File: config.mk
export PLATFORM = sky130hd
export DESIGN_NAME = ps2_transmitter_flat
export DESIGN_NICKNAME = d
export VERILOG_FILES = /design/src/rtl/ps2_transmitter_if.sv /design/src/rtl/ps2_transmitter.sv /design/src/flat_wrapper.sv
export SDC_FILE = /design/constraint.sdc
export NUM_CORES = 1
export LEC_CHECK = 0
export CAP_MARGIN = 20
export CORE_MARGIN = 2
export CORE_UTILIZATION = 45
export CTS_BUF_LIST = sky130_fd_sc_hd__clkbuf_4 sky130_fd_sc_hd__clkbuf_8
export CTS_CLUSTER_DIAMETER = 30
export DETAILED_ROUTE_END_ITERATION = 6
export SYNTH_ARGS = -nofsm -noshare
export SYNTH_HDL_FRONTEND = slang
export SYNTH_SLANG_ARGS = --single-unit
File: constraint.sdc
create_clock -name clk -period 3.6 [get_ports clk]
set_input_delay 0.54 -clock clk [delete_from_list [all_inputs] [get_ports clk]]
set_output_delay 0.54 -clock clk [all_outputs]
set_load 0.05 [all_outputs]
File: src/rtl/ps2_transmitter_if.sv
// CPU-side command/status bundle of the PS/2 host-to-device transmitter.
interface ps2_transmitter_if;
   logic [7:0] tx_data;
   logic       tx_start;
   logic       ps2_ack;
   logic       ps2_tx_busy;
   logic       ps2_tx_done;
   logic [1:0] ps2_tx_err;

   modport master (output tx_data, tx_start, ps2_ack,
                   input  ps2_tx_busy, ps2_tx_done, ps2_tx_err);
   modport slave  (input  tx_data, tx_start, ps2_ack,
                   output ps2_tx_busy, ps2_tx_done, ps2_tx_err);
endinterface

File: src/rtl/ps2_transmitter.sv
// PS/2 host-to-device byte transmitter: inhibit, start bit, 11-fall clocked frame,
// ack check and line-release wait, all paced by the clk0 strobe.
module ps2_transmitter #(
   parameter int INHIBIT_TICKS = 112,
   parameter int START_TICKS   = 13889,
   parameter int FRAME_TICKS   = 1852
) (
   input  logic             clk,
   input  logic             n_res,
   input  logic             clk0,
   input  logic             tim_clk,
   input  logic             ps2_clock,
   input  logic             ps2_data,
   output logic             ps2_clock_oe,
   output logic             ps2_data_oe,
   ps2_transmitter_if.slave bus
);
   typedef enum logic [2:0] {IDLE, INHIBIT, START, SEND, ACK, WAIT_REL, DONE} state_t;

   localparam logic [13:0] INH_T = 14'(INHIBIT_TICKS);
   localparam logic [13:0] STT_T = 14'(START_TICKS);
   localparam logic [13:0] FRM_T = 14'(FRAME_TICKS);

   state_t      state_q, state_d;
   logic [1:0]  klatch_q, klatch_d;
   logic [9:0]  shift_q, shift_d;
   logic [13:0] tick_q, tick_d, tick_inc;
   logic [3:0]  fall_q, fall_d;
   logic        clk_oe_q, clk_oe_d, data_oe_q, data_oe_d, done_q, done_d;
   logic [1:0]  err_q, err_d;
   logic        fall, fin;
   logic [1:0]  fin_err;

   assign fall     = (klatch_q == 2'b10);
   assign tick_inc = (tim_clk && tick_q != '1) ? tick_q + 14'd1 : tick_q;

   always_comb begin
      state_d   = state_q;
      klatch_d  = klatch_q;
      shift_d   = shift_q;
      tick_d    = tick_q;
      fall_d    = fall_q;
      clk_oe_d  = clk_oe_q;
      data_oe_d = data_oe_q;
      done_d    = done_q;
      err_d     = err_q;
      fin       = 1'b0;
      fin_err   = 2'b00;
      if (clk0) begin
         klatch_d = {klatch_q[0], ps2_clock};
         tick_d   = tick_inc;
         if (bus.ps2_ack) begin
            done_d = 1'b0;
            err_d  = 2'b00;
         end
         unique case (state_q)
            IDLE: if (bus.tx_start) begin
               shift_d   = {1'b1, ~^bus.tx_data, bus.tx_data};
               tick_d    = '0;
               fall_d    = '0;
               clk_oe_d  = 1'b1;
               data_oe_d = 1'b0;
               state_d   = INHIBIT;
            end
            // data_oe doubles as the "start bit already driven" flag
            INHIBIT: if (data_oe_q) begin
               clk_oe_d = 1'b0;
               tick_d   = '0;
               state_d  = START;
            end else if (tick_inc >= INH_T) begin
               data_oe_d = 1'b1;
            end
            START: if (fall) begin
               data_oe_d = ~shift_q[0];
               shift_d   = {1'b1, shift_q[9:1]};
               fall_d    = 4'd1;
               tick_d    = '0;
               state_d   = SEND;
            end else if (tick_inc >= STT_T) begin
               fin     = 1'b1;
               fin_err = 2'b10;
            end
            SEND: if (fall) begin
               data_oe_d = ~shift_q[0];
               shift_d   = {1'b1, shift_q[9:1]};
               fall_d    = fall_q + 4'd1;
               if (fall_q == 4'd9) begin
                  tick_d  = '0;
                  state_d = ACK;
               end
            end else if (tick_inc >= FRM_T) begin
               fin     = 1'b1;
               fin_err = 2'b11;
            end
            ACK: if (fall) begin
               if (!ps2_data) begin
                  tick_d  = '0;
                  state_d = WAIT_REL;
               end else begin
                  fin     = 1'b1;
                  fin_err = 2'b01;
               end
            end else if (tick_inc >= FRM_T) begin
               fin     = 1'b1;
               fin_err = 2'b11;
            end
            WAIT_REL: if (ps2_clock && ps2_data) begin
               fin     = 1'b1;
               fin_err = 2'b00;
            end else if (tick_inc >= FRM_T) begin
               fin     = 1'b1;
               fin_err = 2'b11;
            end
            DONE: begin
               tick_d  = '0;
               state_d = IDLE;
            end
            default: state_d = IDLE;
         endcase
         // completion overrides a same-cycle ps2_ack clear
         if (fin) begin
            state_d   = DONE;
            done_d    = 1'b1;
            err_d     = fin_err;
            clk_oe_d  = 1'b0;
            data_oe_d = 1'b0;
            tick_d    = '0;
         end
      end
   end

   always_ff @(posedge clk or negedge n_res) begin
      if (!n_res) begin
         state_q   <= IDLE;
         klatch_q  <= 2'b11;
         shift_q   <= '0;
         tick_q    <= '0;
         fall_q    <= '0;
         clk_oe_q  <= 1'b0;
         data_oe_q <= 1'b0;
         done_q    <= 1'b0;
         err_q     <= 2'b00;
      end else begin
         state_q   <= state_d;
         klatch_q  <= klatch_d;
         shift_q   <= shift_d;
         tick_q    <= tick_d;
         fall_q    <= fall_d;
         clk_oe_q  <= clk_oe_d;
         data_oe_q <= data_oe_d;
         done_q    <= done_d;
         err_q     <= err_d;
      end
   end

   assign ps2_clock_oe    = clk_oe_q;
   assign ps2_data_oe     = data_oe_q;
   assign bus.ps2_tx_busy = (state_q != IDLE);
   assign bus.ps2_tx_done = done_q;
   assign bus.ps2_tx_err  = err_q;
endmodule

File: src/flat_wrapper.sv
// flat-port wrapper written by rule: the top's interface ports become plain ports
module ps2_transmitter_flat 
#(
   parameter int INHIBIT_TICKS = 112,
   parameter int START_TICKS   = 13889,
   parameter int FRAME_TICKS   = 1852
)
  (clk, n_res, clk0, tim_clk, ps2_clock, ps2_data, ps2_clock_oe, ps2_data_oe, bus_tx_data, bus_tx_start, bus_ps2_ack, bus_ps2_tx_busy, bus_ps2_tx_done, bus_ps2_tx_err);
  ps2_transmitter_if bus_i ();
  input  logic clk;
  input  logic n_res;
  input  logic clk0;
  input  logic tim_clk;
  input  logic ps2_clock;
  input  logic ps2_data;
  output logic ps2_clock_oe;
  output logic ps2_data_oe;
  input wire logic [$bits(bus_i.tx_data)-1:0] bus_tx_data;
  input wire logic [$bits(bus_i.tx_start)-1:0] bus_tx_start;
  input wire logic [$bits(bus_i.ps2_ack)-1:0] bus_ps2_ack;
  output wire logic [$bits(bus_i.ps2_tx_busy)-1:0] bus_ps2_tx_busy;
  output wire logic [$bits(bus_i.ps2_tx_done)-1:0] bus_ps2_tx_done;
  output wire logic [$bits(bus_i.ps2_tx_err)-1:0] bus_ps2_tx_err;
  assign bus_i.tx_data = bus_tx_data;
  assign bus_i.tx_start = bus_tx_start;
  assign bus_i.ps2_ack = bus_ps2_ack;
  assign bus_ps2_tx_busy = bus_i.ps2_tx_busy;
  assign bus_ps2_tx_done = bus_i.ps2_tx_done;
  assign bus_ps2_tx_err = bus_i.ps2_tx_err;
  ps2_transmitter #(.INHIBIT_TICKS(INHIBIT_TICKS), .START_TICKS(START_TICKS), .FRAME_TICKS(FRAME_TICKS)) u_core (.clk(clk), .n_res(n_res), .clk0(clk0), .tim_clk(tim_clk), .ps2_clock(ps2_clock), .ps2_data(ps2_data), .ps2_clock_oe(ps2_clock_oe), .ps2_data_oe(ps2_data_oe), .bus(bus_i));
endmodule
==> metrics.txt <==
Buf+Inv Stages, Crit Path 1; Die Ht 82.4 um; multi-input logic area 1630 um^2; Synth Register Bits 38; gpl congestion 0.915; Hold Violations, Final 0; Slew Limit Fails 0; clock sink count 38; number of synthesized flops with an enable pin 0; Crit path max-delay family simple AND/OR/NAND/NOR gates; worst path required time 3.79 ns; IO Count 22; number of global-route vias before repair 2413; die footprint 6800 um^2; WL final 7.30 mm; Post-route DRC 0; maximum capacitance violations 0; Leak 1.20 nW; initial antenna violation count 0; pin count of the biggest net entering global routing 39; critical path type reg -> reg; # fillers 580; Syn Inst Count 338; Initial Util 46.8%; Via density 6.23; yosys warns 0; clk_lat worst skew 0.29 ns; ys flop type dfrtp_1; Sum Neg Setup Slack 0 ns; CTS Buffer Depth 2; first-pass GRT wire length 11.8 mm; Area Growth Syn to Fin 14.0%; clock transition at the registers of the reported paths 0.08 ns; TritonRoute pass-1 iters 4; final net count 373; grt ovf 0; DPL Wire Length 5.28 mm; wire per inst 17.0 um; Worst Skew 0.00785 ns; FMAX 304 MHz; clock period minus worst slack 3.29 ns; CTS tree built; slowest stage delay, CP 0.45 ns; most common cell after layout, fill and taps aside nand2_1; initial DRC count 272; Cell Rows 28; Post-CTS Hold Buffers 0; synthesized net count 357; Critical Path Source Type flop; synthesized area 2770 um^2; Cell variety after synth 56; Resize count post-CTS 0; Vias 2677; H-tree depth 2; Yosys top cell area share 32.5%; Die X 82.4 um; core footprint 5920 um^2; Reg area 953 um^2; max_slew headroom 42.7%; Worst Tran Pin Value 0.860 ns; syn_area_per_cell 8.19 um^2; slowest CP cell dfrtp_1; Crit Path Max Fanout 15; Tightest Hold Check Type in -> async; # port buffers 21; fin crit share 91.4%; sequential area share after synthesis 34.4%; Worst Setup End Kind flop; worst path cell trace ha_1 -> nand4_4 -> nor4_1 -> mux2_2 -> nor3_2 -> nand4_1 -> a211oi_2 -> buf_12 -> nand4_2 -> o32ai_1; largest cells by area after synthesis dfrtp_1, nand2_1, a21oi_1, o21ai_0, nor2_1; status completed; endpoints failing setup 0; TritonCTS Buffers 5; gr usage total 22.7%; Post-synth ARST share 100%; layout cells sized above 1 10.7%; commonest non-fill, non-tap cells in the layout nand2_1, dfrtp_1, a21oi_1, clkdlybuf4s50_1, nor2_1; RSZ-0062 raised after global routing false; post-route ant nets 0; area leader, netlist dfrtp_1; maximum VDD drop 0.482 mV; Ant. Diodes 0; data arrival time of the critical path 3.48 ns; Root Buffer clkbuf_8; power density cells 585 nW/um^2; Total Power 1.85 mW; post-CTS setup buffers 0
[flip-flops by register name, summed over array words and instances (netlist names)]
register,cells
u_core.tick_q,14
u_core.shift_q,10
u_core.fall_q,4
u_core.state_q,3
u_core.bus.ps2_tx_err,2
u_core.klatch_q,2
u_core.bus.ps2_tx_done,1
u_core.ps2_clock_oe,1
u_core.ps2_data_oe,1
[path summary, 6_finish.rpt]
kind                              startpoint                        to  slack [ns]  cells past startpoint
min reg2reg                u_core.shift_q[9]         u_core.shift_q[9]        0.48                      1
min in group clk           u_core.shift_q[9]         u_core.shift_q[9]        0.48                      1
max                         u_core.tick_q[0]          u_core.tick_q[1]        0.31                     10
max in group asynchronous              n_res  u_core.bus.ps2_tx_err[1]        2.70                      1
min                                    n_res       u_core.ps2_clock_oe        0.36                      1
max reg2reg                 u_core.tick_q[0]          u_core.tick_q[1]        0.31                     10
[per-stage QoR]
stage	util, %	setup slack, ns	hold slack (ns)	instances	instance area, um^2
floorplan	-	0.794	0.244	338	2770
global placement	51.5	0.237	0.454	422	3050
detailed placement	51.5	0.141	0.455	422	3050
CTS	53.3	0.320	0.389	430	3160
global route	53.3	0.0814	0.439	430	3160
finish	53.3	0.309	0.362	430	3160
[cells by family after synthesis]
family / count (synthesis) / synth area share, %
AND/OR/NAND/NOR: 135 / 25.8
adder cells (fa/ha/maj): 3 / 1.36
multiplexers: 7 / 2.80
buffers and inverters: 41 / 6.64
XOR/XNOR: 9 / 2.85
flip-flops: 38 / 34.4
AO/OA/AOI/OAI: 105 / 26.1
[worst register-to-register path, stage by stage, from the launching register on]
cell      delay, ns
dfrtp_1        0.45
ha_1           0.39
nand4_4        0.19
nor4_1         0.33
mux2_2         0.40
nor3_2         0.29
nand4_1        0.20
a211oi_2       0.32
buf_12         0.18
nand4_2        0.17
o32ai_1        0.27
[layer usage]
| layer | GRT usage, % | vias to the layer above | share of wire [%] | wire, um |
|---|---|---|---|---|
| met4 | 7.50 | 0 | 2.1 | 155 |
| met3 | 3.15 | 15 | 3.8 | 281 |
| met1 | 31.8 | 1295 | 48 | 3470 |
| met5 | 0 | - | 0 | 0 |
| met2 | 36.2 | 71 | 46 | 3390 |
| li1 | - | 1296 | - | - |
[cell usage after synthesis, types with 2 or more instances]
| library cell | number |
|---|---|
| o211ai_1 | 4 |
| buf_4 | 5 |
| o21ai_1 | 2 |
| and3_1 | 5 |
| a21o_1 | 2 |
| xnor2_1 | 8 |
| and2_1 | 2 |
| nand4_1 | 9 |
| o21a_1 | 4 |
| o2111ai_1 | 2 |
| nand3_1 | 13 |
| o31ai_1 | 2 |
| buf_2 | 3 |
| a31o_2 | 2 |
| clkbuf_1 | 13 |
| or3_1 | 7 |
| nor3_1 | 9 |
| o21ai_0 | 15 |
| nand3b_1 | 2 |
| mux2_2 | 6 |
| dfrtp_1 | 36 |
| nand2_1 | 43 |
| o2bb2ai_1 | 7 |
| and4_1 | 3 |
| nand2b_1 | 5 |
| nor2_1 | 19 |
| a31oi_1 | 11 |
| a21oi_1 | 22 |
| nor2b_1 | 5 |
| dfstp_2 | 2 |
| a211oi_1 | 5 |
| a41oi_1 | 6 |
| o221ai_1 | 2 |
| o22ai_1 | 6 |
| inv_1 | 18 |
| nor4_1 | 7 |
| o31a_1 | 5 |
| ha_1 | 3 |
[where the power goes]
group / switching (mW) / total (mW) / internal (mW) / leakage [nW]
logic: 0.470 / 0.791 / 0.321 / 0.673
registers: 0.156 / 0.700 / 0.544 / 0.468
clock network: 0.153 / 0.357 / 0.204 / 0.0579
total: 0.779 / 1.85 / 1.07 / 1.20
[cell type report]
cell class              instances  area share [%]
flip-flops and latches         38            30.2
inverters                      18            2.14
multi-input cells             259            51.7
repair buffers                 32            9.52
well taps                      75            2.97
clock buffers                   5            2.18
clock inverters                 3            1.27
(Power assumes the default switching activity.)
